### config.mk
export PLATFORM = sky130hd
export DESIGN_NAME = ahb5_manager_engine
export DESIGN_NICKNAME = d
export VERILOG_FILES = /design/src/rtl/ahb5_manager_engine.sv
export SDC_FILE = /design/constraint.sdc
export NUM_CORES = 1
export LEC_CHECK = 0
export BUFFER_PORTS_ARGS = -buffer_cell sky130_fd_sc_hd__buf_2
export CELL_PAD_IN_SITES_DETAIL_PLACEMENT = 0
export CELL_PAD_IN_SITES_GLOBAL_PLACEMENT = 2
export CORE_ASPECT_RATIO = 1.25
export CORE_MARGIN = 1
export CORE_UTILIZATION = 29
export DETAILED_ROUTE_END_ITERATION = 10
export HOLD_SLACK_MARGIN = 0.03
export PLACE_DENSITY_LB_ADDON = 0.1
export SYNTH_ARGS = -nofsm -noshare
export SYNTH_HDL_FRONTEND = slang
export SYNTH_SLANG_ARGS = --single-unit
export TNS_END_PERCENT = 30
### constraint.sdc
create_clock -name HCLK -period 4.1 [get_ports HCLK]
set_clock_uncertainty 0.1 [all_clocks]
set_input_delay 0.82 -clock HCLK [delete_from_list [all_inputs] [get_ports HCLK]]
set_output_delay 0.82 -clock HCLK [all_outputs]
set_load 0.005 [all_outputs]
### src/rtl/ahb5_manager_engine.sv
// rtl/ahb5_manager_engine.sv - AHB5 manager burst engine
// Issues one command as a pipelined AHB burst; reports read beats, write pops and completion.
module ahb5_manager_engine #(
    parameter int DATA_WIDTH   = 32,
    parameter int ADDR_WIDTH   = 32,
    parameter int HBURST_WIDTH = 3
) (
    input  logic                      HCLK,
    input  logic                      HRESETn,
    input  logic                      cmd_valid,
    output logic                      cmd_ready,
    input  logic [ADDR_WIDTH-1:0]     cmd_addr,
    input  logic                      cmd_write,
    input  logic [2:0]                cmd_size,
    input  logic [HBURST_WIDTH-1:0]   cmd_burst,
    input  logic [3:0]                cmd_len,
    input  logic [DATA_WIDTH-1:0]     wr_data,
    output logic                      wr_pop,
    output logic [DATA_WIDTH-1:0]     rd_data,
    output logic                      rd_valid,
    output logic                      done,
    output logic                      err,
    output logic [ADDR_WIDTH-1:0]     HADDR,
    output logic [1:0]                HTRANS,
    output logic                      HWRITE,
    output logic [2:0]                HSIZE,
    output logic [HBURST_WIDTH-1:0]   HBURST,
    output logic [DATA_WIDTH-1:0]     HWDATA,
    output logic [DATA_WIDTH/8-1:0]   HWSTRB,
    input  logic                      HREADY,
    input  logic                      HRESP,
    input  logic [DATA_WIDTH-1:0]     HRDATA
);

    localparam int STRB_W = DATA_WIDTH / 8;

    localparam logic [1:0] TR_IDLE   = 2'b00;
    localparam logic [1:0] TR_NONSEQ = 2'b10;
    localparam logic [1:0] TR_SEQ    = 2'b11;

    typedef enum logic [2:0] {
        ST_IDLE,
        ST_ADDR,
        ST_PIPE,
        ST_LAST,
        ST_ERR2
    } state_t;

    state_t                    state_q, state_d;
    logic [ADDR_WIDTH-1:0]     haddr_q, haddr_d;
    logic [1:0]                htrans_q, htrans_d;
    logic                      hwrite_q, hwrite_d;
    logic [2:0]                hsize_q, hsize_d;
    logic [HBURST_WIDTH-1:0]   hburst_q, hburst_d;
    logic [DATA_WIDTH-1:0]     hwdata_q, hwdata_d;
    logic [STRB_W-1:0]         hwstrb_q, hwstrb_d;
    logic [DATA_WIDTH-1:0]     rd_data_q, rd_data_d;
    logic                      rd_valid_q, rd_valid_d;
    logic                      done_q, done_d;
    logic                      err_q, err_d;
    logic                      cmd_ready_q, cmd_ready_d;
    logic [4:0]                beats_q, beats_d;

    logic [ADDR_WIDTH-1:0]     incr, sum, wrap_bytes, wrap_mask, next_addr;
    logic [STRB_W-1:0]         strb;
    logic [4:0]                cmd_beats;
    logic                      advance;

    always_comb begin
        case (3'(cmd_burst))
            3'd0:         cmd_beats = 5'd1;
            3'd1:         cmd_beats = {1'b0, cmd_len} + 5'd1;
            3'd2, 3'd3:   cmd_beats = 5'd4;
            3'd4, 3'd5:   cmd_beats = 5'd8;
            default:      cmd_beats = 5'd16;
        endcase
    end

    // Wrapping bursts keep the bits above the wrap boundary and roll the low bits.
    always_comb begin
        incr = ADDR_WIDTH'(1) << hsize_q;
        sum  = haddr_q + incr;
        case (3'(hburst_q))
            3'd2:    wrap_bytes = ADDR_WIDTH'(4) << hsize_q;
            3'd4:    wrap_bytes = ADDR_WIDTH'(8) << hsize_q;
            3'd6:    wrap_bytes = ADDR_WIDTH'(16) << hsize_q;
            default: wrap_bytes = '0;
        endcase
        wrap_mask = wrap_bytes - ADDR_WIDTH'(1);
        if (wrap_bytes != '0) begin
            next_addr = (haddr_q & ~wrap_mask) | (sum & wrap_mask);
        end else begin
            next_addr = sum;
        end
    end

    always_comb begin
        case (hsize_q)
            3'd0:    strb = STRB_W'(1);
            3'd1:    strb = STRB_W'(3);
            default: strb = '1;
        endcase
    end

    always_comb begin
        state_d    = state_q;
        haddr_d    = haddr_q;
        htrans_d   = htrans_q;
        hwrite_d   = hwrite_q;
        hsize_d    = hsize_q;
        hburst_d   = hburst_q;
        hwdata_d   = hwdata_q;
        hwstrb_d   = hwstrb_q;
        rd_data_d  = rd_data_q;
        beats_d    = beats_q;
        rd_valid_d = 1'b0;
        done_d     = 1'b0;
        err_d      = 1'b0;
        wr_pop     = 1'b0;
        advance    = 1'b0;
        HTRANS     = htrans_q;

        case (state_q)
            ST_IDLE: begin
                htrans_d = TR_IDLE;
                if (cmd_ready_q && cmd_valid) begin
                    haddr_d  = cmd_addr;
                    htrans_d = TR_NONSEQ;
                    hwrite_d = cmd_write;
                    hsize_d  = cmd_size;
                    hburst_d = cmd_burst;
                    beats_d  = cmd_beats;
                    state_d  = ST_ADDR;
                end
            end
            ST_ADDR: begin
                advance = HREADY;
            end
            ST_PIPE: begin
                if (!HREADY && HRESP) begin
                    // First ERROR cycle: withdraw the pending beat on the bus right away.
                    HTRANS   = TR_IDLE;
                    htrans_d = TR_IDLE;
                    state_d  = ST_ERR2;
                end else if (HREADY && HRESP) begin
                    htrans_d = TR_IDLE;
                    done_d   = 1'b1;
                    err_d    = 1'b1;
                    state_d  = ST_IDLE;
                end else if (HREADY) begin
                    if (!hwrite_q) begin
                        rd_valid_d = 1'b1;
                        rd_data_d  = HRDATA;
                    end
                    advance = 1'b1;
                end
            end
            ST_LAST: begin
                if (!HREADY && HRESP) begin
                    state_d = ST_ERR2;
                end else if (HREADY) begin
                    done_d  = 1'b1;
                    err_d   = HRESP;
                    state_d = ST_IDLE;
                    if (!hwrite_q && !HRESP) begin
                        rd_valid_d = 1'b1;
                        rd_data_d  = HRDATA;
                    end
                end
            end
            ST_ERR2: begin
                if (HREADY) begin
                    done_d  = 1'b1;
                    err_d   = 1'b1;
                    state_d = ST_IDLE;
                end
            end
            default: state_d = ST_IDLE;
        endcase

        if (advance) begin
            wr_pop = hwrite_q;
            if (hwrite_q) begin
                hwdata_d = wr_data;
                hwstrb_d = strb;
            end
            if (beats_q == 5'd1) begin
                htrans_d = TR_IDLE;
                state_d  = ST_LAST;
            end else begin
                htrans_d = TR_SEQ;
                haddr_d  = next_addr;
                beats_d  = beats_q - 5'd1;
                state_d  = ST_PIPE;
            end
        end

        cmd_ready_d = (state_d == ST_IDLE);
    end

    always_ff @(posedge HCLK or negedge HRESETn) begin
        if (!HRESETn) begin
            state_q     <= ST_IDLE;
            haddr_q     <= '0;
            htrans_q    <= TR_IDLE;
            hwrite_q    <= 1'b0;
            hsize_q     <= '0;
            hburst_q    <= '0;
            hwdata_q    <= '0;
            hwstrb_q    <= '0;
            rd_data_q   <= '0;
            rd_valid_q  <= 1'b0;
            done_q      <= 1'b0;
            err_q       <= 1'b0;
            cmd_ready_q <= 1'b0;
            beats_q     <= '0;
        end else begin
            state_q     <= state_d;
            haddr_q     <= haddr_d;
            htrans_q    <= htrans_d;
            hwrite_q    <= hwrite_d;
            hsize_q     <= hsize_d;
            hburst_q    <= hburst_d;
            hwdata_q    <= hwdata_d;
            hwstrb_q    <= hwstrb_d;
            rd_data_q   <= rd_data_d;
            rd_valid_q  <= rd_valid_d;
            done_q      <= done_d;
            err_q       <= err_d;
            cmd_ready_q <= cmd_ready_d;
            beats_q     <= beats_d;
        end
    end

    assign cmd_ready = cmd_ready_q;
    assign rd_data   = rd_data_q;
    assign rd_valid  = rd_valid_q;
    assign done      = done_q;
    assign err       = err_q;
    assign HADDR     = haddr_q;
    assign HWRITE    = hwrite_q;
    assign HSIZE     = hsize_q;
    assign HBURST    = hburst_q;
    assign HWDATA    = hwdata_q;
    assign HWSTRB    = hwstrb_q;

endmodule

==> qor.yml <==
ys.flop_type: "dfrtp_1"
rows: 60
portBuffers: 225
place_ws_ns: 0.518
crit-reg2reg-launch: "HSIZE[2]"
maxClockFrequency_mhz: 278
nFillCells: 2273
place_congestion: 0.779
die_h_um: 167
final_common_cell: "buf_2"
slew_headroom: 0.187
synth_top_area_share: 0.473
grt_pass1_vias: 5788
antennaDiodeCount: 0
wirelength_mm: 19.8
synth_top_family_by_area: "simple AND/OR/NAND/NOR gates"
cts-resized-gates: 0
worstPathCellList: "or2_2 > nor2_1 > ha_1 > inv_1 > fa_1 > nor2b_1 > o31ai_1 > a21oi_1 > o21ai_0 > a21bo_2 > or3_4 > o311ai_1"
wire_per_inst_um: 16.6
via_per_inst: 4.94
synth-xor-area-share: 0.0150
clk_latency_ns: 0.42
htree_levels: 4
final_cell_mix: "buf_2 (224), nand2_1 (165), dfrtp_1 (120), nor2_1 (44), mux2_2 (33)"
path_clk_slew_ns: 0.07
area_growth_pct: 32.4
numCtsBuffers: 17
crit_cells: 12
yosys-mux-area-fraction: 0.0601
setup-tns-final_ns: 0
max_cap_viol_count: 0
dr.pass1.iters: 5
synth_compound_area_frac: 0.152
synth_top_area_cell: "dfrtp_1"
cts_tree: "built"
critPathSlowestCell: "or3_4"
syn_avg_cell_area_um2: 9.33
ios: 226
path_max_fanout: 14
synth_area_mm2: 0.00635
cp_top_family: "compound AO/OA/AOI/OAI gates"
grt_max_degree: 61
clockBufferDepth: 2
fin_util: 0.391
grt-ovfl-total: 0
p_leak_nw: 4.05
crit_arrival_ns: 3.81
cts_setup_buffers: 0
vias: 5882
die_x_um: 134
max_stage_delay_ns: 0.45
crit_buf_inv: 1
instances_no_fill: 1191
drc: 0
synthesis.nets: 806
outcome: "completed"
netlist_instances: 680
power.total_mw: 6.59
finalSetupViolCount: 0
period_share: 0.876
dpl.hpwl_mm: 14.3
grt_pass1_wl_mm: 31.4
yosys.area_share.simple: 0.232
fin_crit_ns: 3.59
finalHoldViolCount: 0
synth_seq_cells: 120
hp-class: "reg2reg"
worstSetupPathType: "reg2reg"
die-area_mm2: 0.0225
synth.distinct_cells: 78
ir_drop_mv: 0.337
finalMaxSlewViolations: 0
async_flop_share: 1.00
reg2reg_depth: 12
antenna_left: 0
seq_area_frac_synth: 0.473
grt_usage: 0.180
antenna_found_initial: 0
start_kind: "flip-flop"
r2r_slack_ns: 0.51
cts-root-buf: "clkbuf_16"
rsz0062_at_grt: "no"
yosys_warnings: 0
critPathLaunch: "HSIZE[2]"
tritoncts_num_sinks: 120
drtIter0Drc: 199
layout_setup_ws_ns: 0.508
synth_fa_ha_area_frac: 0.0304
place_inst: 1159
fin_nets: 1025
synthTopCellsByArea: "dfrtp_1 (47%), nand2_1 (9.8%), mux2_2 (5.9%)"
core_mm2: 0.0215
drive_gt1_frac: 0.359
cts_hold_buffers: 0
initial_utilization: 0.296
crit_required_ns: 4.32
synth_edf_count: 0
tightest_slew_ns: 1.22
critPathCaptureType: "flip-flop"
power_density_mw_per_mm2: 785
[routing by layer]
| metal | wire length [µm] | track usage | vias up |
|---|---|---|---|
| li1 | - | - | 2846 |
| met4 | 278 | 0.0572 | 0 |
| met2 | 9570 | 0.306 | 203 |
| met1 | 8830 | 0.224 | 2812 |
| met3 | 1100 | 0.0394 | 21 |
| met5 | 0 | 0 | - |
[synthesized netlist by cell type, types with 3 or more instances]
cell,n
nand2_1,165
dfrtp_1,120
nor2_1,45
mux2_2,33
a21oi_1,29
clkbuf_1,23
nand3_1,21
o21ai_0,19
nor3_1,17
inv_1,16
ha_1,13
and3_1,12
nand2b_1,9
o311ai_1,9
o311ai_0,8
nand4_1,7
a31oi_1,6
buf_4,6
nor2b_1,6
nor3b_1,6
buf_2,5
nor4_1,5
xnor2_1,5
a311oi_1,4
o22ai_1,4
o31ai_1,4
or2_2,4
xor2_1,4
a211oi_1,3
a21boi_0,3
a221oi_1,3
and2_1,3
buf_1,3
o211ai_1,3
o21a_1,3
or3_1,3
[power by group]
| part | switching (mW) | internal (mW) | total, mW |
|---|---|---|---|
| Sequential | 0.465 | 1.73 | 2.20 |
| Clock | 0.629 | 0.985 | 1.61 |
| Combinational | 1.54 | 1.25 | 2.78 |
[how the worst min path moves through the flow]
stage / from / to / slack, ns / cells after the start
3_5_place_dp: HWSTRB[0] / HWSTRB[0] / 0.35 / 1
4_1_cts: HWSTRB[0] / HWSTRB[0] / 0.37 / 1
5_1_grt: HWDATA[6] / HWDATA[6] / 0.39 / 2
2_1_floorplan: htrans_q[1] / htrans_q[1] / 0.34 / 2
3_3_place_gp: HWSTRB[0] / HWSTRB[0] / 0.35 / 1
6_report: HWSTRB[0] / HWSTRB[0] / 0.36 / 1
[kinds of logic (layout without fill, tap and decap cells)]
logic type,count (synthesis),count (layout)
simple gates,318,318
compound gates,129,129
flops,120,120
buf+inv,54,286
mux,34,34
fa+ha+maj,15,15
xor+xnor,10,10
[per-stage QoR]
stage / area, µm² / hold WS, ns
floorplan: 6350 / 0.338
global placement: 7770 / 0.346
detailed placement: 7770 / 0.352
CTS: 8400 / 0.370
global route: 8400 / 0.391
finish: 8400 / 0.364
[layout make-up]
cell class | instances | area (µm²) | share of cell area
well taps | 279 | 349 | 0.0415
multi-input cells | 506 | 3120 | 0.372
clock inverters | 15 | 204 | 0.0243
inverters | 16 | 60.1 | 0.00715
repair buffers | 238 | 1240 | 0.147
flip-flops and latches | 120 | 3000 | 0.357
clock buffers | 17 | 425 | 0.0506
(Power assumes the default switching activity.)
